[src/rtl/count_event_capture.sv]
// count_event_capture
//
// Watches an upstream 8-bit free-running counter and turns two kinds of
// occurrences into timestamped events:
//   * match - the counter enters cmp_val while cmp_en is high
//   * wrap  - the counter rolls over from 8'hFF to 8'h00
// Events go into a small show-ahead FIFO that a downstream consumer drains
// with a valid/ready handshake. An event that arrives while the FIFO is full
// and nothing is being popped is dropped, and the sticky overflow flag is set.
//
// Build option:
//   WRAP_EVENT_EN  When defined, the block builds wrap detection and the 8-bit
//                  wrap counter. Wrap events set evt_type[1], and evt_stamp[15:8]
//                  carries the wrap count.
//                  When undefined, no wrap logic is built. evt_type[1] and
//                  evt_stamp[15:8] are then always zero.
//
// Ports:
//   clk        sole clock; all state updates on the rising edge
//   rst        synchronous active-high reset
//   count      sample of the upstream 8-bit counter, taken every cycle
//   cmp_val    compare value for match events
//   cmp_en     enables match detection
//   evt_valid  a head event is available
//   evt_ready  consumer accepts the head event (ignored while evt_valid=0)
//   evt_type   head event type: bit0 = match, bit1 = wrap
//   evt_stamp  head event timestamp {wrap_cnt, count}
//   overflow   sticky: at least one event was dropped since reset
//   level      FIFO occupancy, 0..DEPTH
//
// Parameters:
//   DEPTH      FIFO entries; power of two, 2..16
//   LVL_W      width of level; must equal clog2(DEPTH)+1

module count_event_capture #(
    parameter int DEPTH = 4,
    parameter int LVL_W = 3
) (
    input  logic             clk,
    input  logic             rst,
    input  logic [7:0]       count,
    input  logic [7:0]       cmp_val,
    input  logic             cmp_en,
    output logic             evt_valid,
    input  logic             evt_ready,
    output logic [1:0]       evt_type,
    output logic [15:0]      evt_stamp,
    output logic             overflow,
    output logic [LVL_W-1:0] level
);

    localparam int PTR_W = $clog2(DEPTH);
    // Entry layout: {type[1:0], wrap_cnt[7:0], count[7:0]}
    localparam int ENT_W = 18;

    logic [7:0]       count_q;
    logic [7:0]       wrap_cnt_nxt;
    logic             match_det;
    logic             wrap_det;
    logic             evt_det;
    logic [ENT_W-1:0] new_entry;
    logic [ENT_W-1:0] mem [DEPTH];
    logic [PTR_W-1:0] rd_ptr;
    logic [PTR_W-1:0] wr_ptr;
    logic             full;
    logic             pop;
    logic             push;
    logic [ENT_W-1:0] head;

    // Previous counter sample. Reset to zero, so the first edge after reset
    // compares against 0.
    always_ff @(posedge clk) begin
        if (rst) begin
            count_q <= 8'h00;
        end else begin
            count_q <= count;
        end
    end

    // A match fires only on entry into cmp_val. A stalled counter therefore
    // yields a single event.
    assign match_det = cmp_en && (count == cmp_val) && (count != count_q);

`ifdef WRAP_EVENT_EN
    logic [7:0] wrap_cnt;

    assign wrap_det     = (count_q == 8'hFF) && (count == 8'h00);
    // The stamp uses the post-increment value, so a wrap event carries
    // its own wrap number.
    assign wrap_cnt_nxt = wrap_cnt + {7'd0, wrap_det};

    always_ff @(posedge clk) begin
        if (rst) begin
            wrap_cnt <= 8'h00;
        end else begin
            wrap_cnt <= wrap_cnt_nxt;
        end
    end
`else
    assign wrap_det     = 1'b0;
    assign wrap_cnt_nxt = 8'h00;
`endif

    assign evt_det   = match_det || wrap_det;
    assign new_entry = {wrap_det, match_det, wrap_cnt_nxt, count};

    assign full = (level == LVL_W'(DEPTH));
    assign pop  = evt_valid && evt_ready;
    // When the FIFO is full, a simultaneous pop frees a slot on the same edge,
    // so the push is accepted.
    assign push = evt_det && (!full || pop);

    always_ff @(posedge clk) begin
        if (push) begin
            mem[wr_ptr] <= new_entry;
        end
    end

    always_ff @(posedge clk) begin
        if (rst) begin
            rd_ptr   <= '0;
            wr_ptr   <= '0;
            level    <= '0;
            overflow <= 1'b0;
        end else begin
            if (push) begin
                wr_ptr <= wr_ptr + PTR_W'(1);
            end
            if (pop) begin
                rd_ptr <= rd_ptr + PTR_W'(1);
            end
            case ({push, pop})
                2'b10:   level <= level + LVL_W'(1);
                2'b01:   level <= level - LVL_W'(1);
                default: level <= level;
            endcase
            if (evt_det && !push) begin
                overflow <= 1'b1;
            end
        end
    end

    // Show-ahead output. Head fields are forced to zero while the FIFO is
    // empty, so stale RAM contents never reach the outputs (including after
    // a reset).
    assign evt_valid = (level != '0);
    assign head      = mem[rd_ptr];
    assign evt_type  = evt_valid ? head[17:16] : 2'b00;
    assign evt_stamp = evt_valid ? head[15:0]  : 16'h0000;

endmodule
[config.mk]
export PLATFORM = sky130hd
export DESIGN_NAME = count_event_capture
export DESIGN_NICKNAME = d
export VERILOG_FILES = /design/src/rtl/count_event_capture.sv
export SDC_FILE = /design/constraint.sdc
export NUM_CORES = 1
export LEC_CHECK = 0
export ABC_AREA = 0
export CAP_MARGIN = 0
export CORE_ASPECT_RATIO = 0.9
export CORE_MARGIN = 1
export CORE_UTILIZATION = 48
export CTS_BUF_LIST = sky130_fd_sc_hd__clkbuf_8
export DETAILED_ROUTE_END_ITERATION = 10
export PLACE_DENSITY = 0.83
export SYNTH_ARGS = -nofsm -noshare
export SYNTH_HDL_FRONTEND = slang
export SYNTH_SLANG_ARGS = --single-unit
[constraint.sdc]
create_clock -name clk -period 4.6 [get_ports clk]
set_clock_uncertainty 0.2 [all_clocks]
set_input_delay 0.92 -clock clk [delete_from_list [all_inputs] [get_ports clk]]
set_output_delay 0.92 -clock clk [all_outputs]
set_load 0.1 [all_outputs]
==> flow_summary.toml <==
[status]
outcome = "finished, final reports clean"

[route]
vias = 1261
first_iter_violations = 118
wl_per_cell_um = 13.8
final_antenna_net_count = 0
first_pass_iters = 4
vias_per_cell = 4.85
drc_errors = 0
routed_wl_um = 3580

[yosys]
synth_area_leaders = "edfxtp_1 (46%), dfxtp_1 (15%), mux4_2 (8.6%)"
yosys.area.top_type = "edfxtp_1"
yosysWarnings = 0
syn_area_sq_um = 2370
synthCells = 163
yosysSeqAreaShare_pct = 60.9
synth-async-reset-ratio_pct = 0
avgSynthCellArea_sq_um = 14.5
synth_edf_count = 36
synth_cell_types = 32
yosys_register_bits = 54
synth_ff_type = "edfxtp_1"
synth_top_area_share_pct = 45.6

[layout]
final_cell_mix = "edfxtp_1 (36), clkdlybuf4s50_1 (33), dfxtp_1 (18), and2_1 (14), xnor2_1 (14)"
synthToLayoutAreaGrowth_pct = 18.4
drive_gt1_share_pct = 10.1
antenna_cells = 0
design_area_sq_um = 2810
layout_commonest_cell = "edfxtp_1"
fin_nets = 223

[timing]
setup_viol = 0
drv_slew = 0
rsz0062_at_grt = "false"
worst_slack_ps = 732
fin_tns_setup_ps = 0
min_period_ps = 3870
worstMarginPinSlew_ps = 979
slew_headroom_pct = 34.5
final-hold-violation-count = 0
fin_crit_sh_pct = 84.1
fmax_mhz = 259

[power_and_ir_drop]
power_w = 0.000868
pwr-share-seq_pct = 60.1
p_int_w = 0.000655
clockPowerShare_pct = 29.8
p_sw_share_pct = 24.5
ir_worst_vdd_v = 0.000149
power_leakage_nw = 0.920
p_per_area_nw_per_um2 = 310
switchingPower_w = 0.000213
comb_power_share_pct = 10.2

[global_route]
grt_pass1_wl_um = 6020
grt_use_total_pct = 15.9
antenna_found_initial = 0
grt_pass1_vias = 1263
grt_overflow_total = 0
grt_start_max_net_pins = 20

[floorplan]
pin_count = 43
core_region_area_sq_um = 4600
initial_core_util_pct = 51.4
rows = 23
die_x_um = 76.0
fp.dieH_um = 68.6
die-area_sq_um = 5220

[min_path]
hold_path.class = "flop to flop"

[setup_path]
end_kind = "output port"
startpoint_type = "flop"
crit_slowest_cell = "clkdlybuf4s50_1"
worstSetupPathType = "flop to output port"
crit_required_ps = 3480
cp.arrival_ps = 2750
cp_slowest_stage_delay_ps = 950
crit_fanout = 9
worstPathCellList = "mux4_2 > and2_1 > clkdlybuf4s50_1"

[placement]
gp_congestion = 0.690
hpwl_um = 2560
portBuffers = 33
preCtsSetupSlack_ps = 642
placed_cell_area_sq_um = 2720

[clock_tree]
root_buffer = "clkbuf_8"
numCtsBuffers = 5
h-tree-depth = 2
cts_hold_buffers = 0
tritoncts = "done"
postCtsSetupBuffers = 0
clk_latency_ps = 310
clockBufferDepth = 2
numClockSinks = 54
clkSlewWorstSetupHoldPaths_ps = 90
ctsResizeCount = 0

[flow_run]
drv_cap = 0
## power by group through the flow
| stage | Sequential, W | Clock [W] | Combinational, W |
|---|---|---|---|
| 6_report | 0.000522 | 0.000258 | 0.0000883 |
| 5_1_grt | 0.000522 | 0.000282 | 0.0000942 |
| 4_1_cts | 0.000522 | 0.000262 | 0.0000891 |
| 3_5_place_dp | 0.000533 | 0 | 0.0000888 |
| 3_3_place_gp | 0.000533 | 0 | 0.0000879 |
| 2_1_floorplan | 0.000533 | 0 | 0.0000655 |
## sequential cells by signal, indices dropped and copies added (netlist names), named ones only
signal / cells
count_q: 8
wr_ptr: 2
overflow: 1
mem: 36
level: 3
rd_ptr: 2
## through the flow
stage                     instances  hold slack [ps]  utilization, %
after detailed placement        252              271            59.0
after global routing            260              317            60.9
after floorplan                 171              282               -
after CTS                       260              297            60.9
final                           260              291            60.9
after global placement          252              264            59.0
## path summary, 6_finish.rpt
kind                                            start                    end  slack (ps)  cells past startpoint
worst max register to register  level[1]$_SDFFE_PP0P_  level[2]$_SDFFE_PP0P_        1960                      9
worst min-delay path            overflow$_SDFFE_PP0P_  overflow$_SDFFE_PP0P_         290                      1
worst min register to register  overflow$_SDFFE_PP0P_  overflow$_SDFFE_PP0P_         290                      1
worst max-delay path                             flop           evt_stamp[7]         730                      3
## cell usage after synthesis, types with 2 or more instances
| cell type | number |
|---|---|
| a21oi_1 | 2 |
| and2_1 | 14 |
| buf_4 | 9 |
| clkbuf_1 | 4 |
| dfxtp_1 | 18 |
| edfxtp_1 | 36 |
| ha_1 | 5 |
| inv_1 | 7 |
| mux4_2 | 9 |
| nand2b_1 | 4 |
| nand4_1 | 2 |
| nor2_1 | 10 |
| nor2b_1 | 8 |
| or3_1 | 2 |
| xnor2_1 | 14 |
| xor2_1 | 3 |
## worst max-delay path: cells and delay by family (launching register included)
family,cells,cell delay (ps)
buffers and inverters,1,950
DFF,1,710
and+or+nand+nor,1,170
muxes,1,590
## area by class of cell
| class | instances | area (sq um) |
|---|---|---|
| fill | 380 | 1800 |
| inverter | 7 | 26.3 |
| sequential | 54 | 1440 |
| timing repair buffer | 33 | 330 |
| clock inverter | 3 | 17.5 |
| clock buffer | 5 | 68.8 |
| multi-input combinational | 96 | 843 |
| tap | 62 | 77.6 |
## layer usage
layer  routed length, um  vias up  share of wire [%]  global-route usage, %
li1                    -      622                  -                      -
met1                1710      589                 48                   19.6
met2                1640       42                 46                   27.4
met3                 156        8                4.4                   3.29
met4                  76        0                2.1                   7.93
met5                   0        -                  0                      0
## logic make-up after synthesis
logic type               synth area share (%)
buffers and inverters                    4.81
AO/OA/AOI/OAI                            3.12
AND/OR/NAND/NOR                          11.7
other                                   0.158
multiplexers                             9.61
flip-flops                               60.9
XOR/XNOR                                 6.29
adder cells (fa/ha/maj)                  3.49
Note: power is estimated with default switching activity, not from simulation.
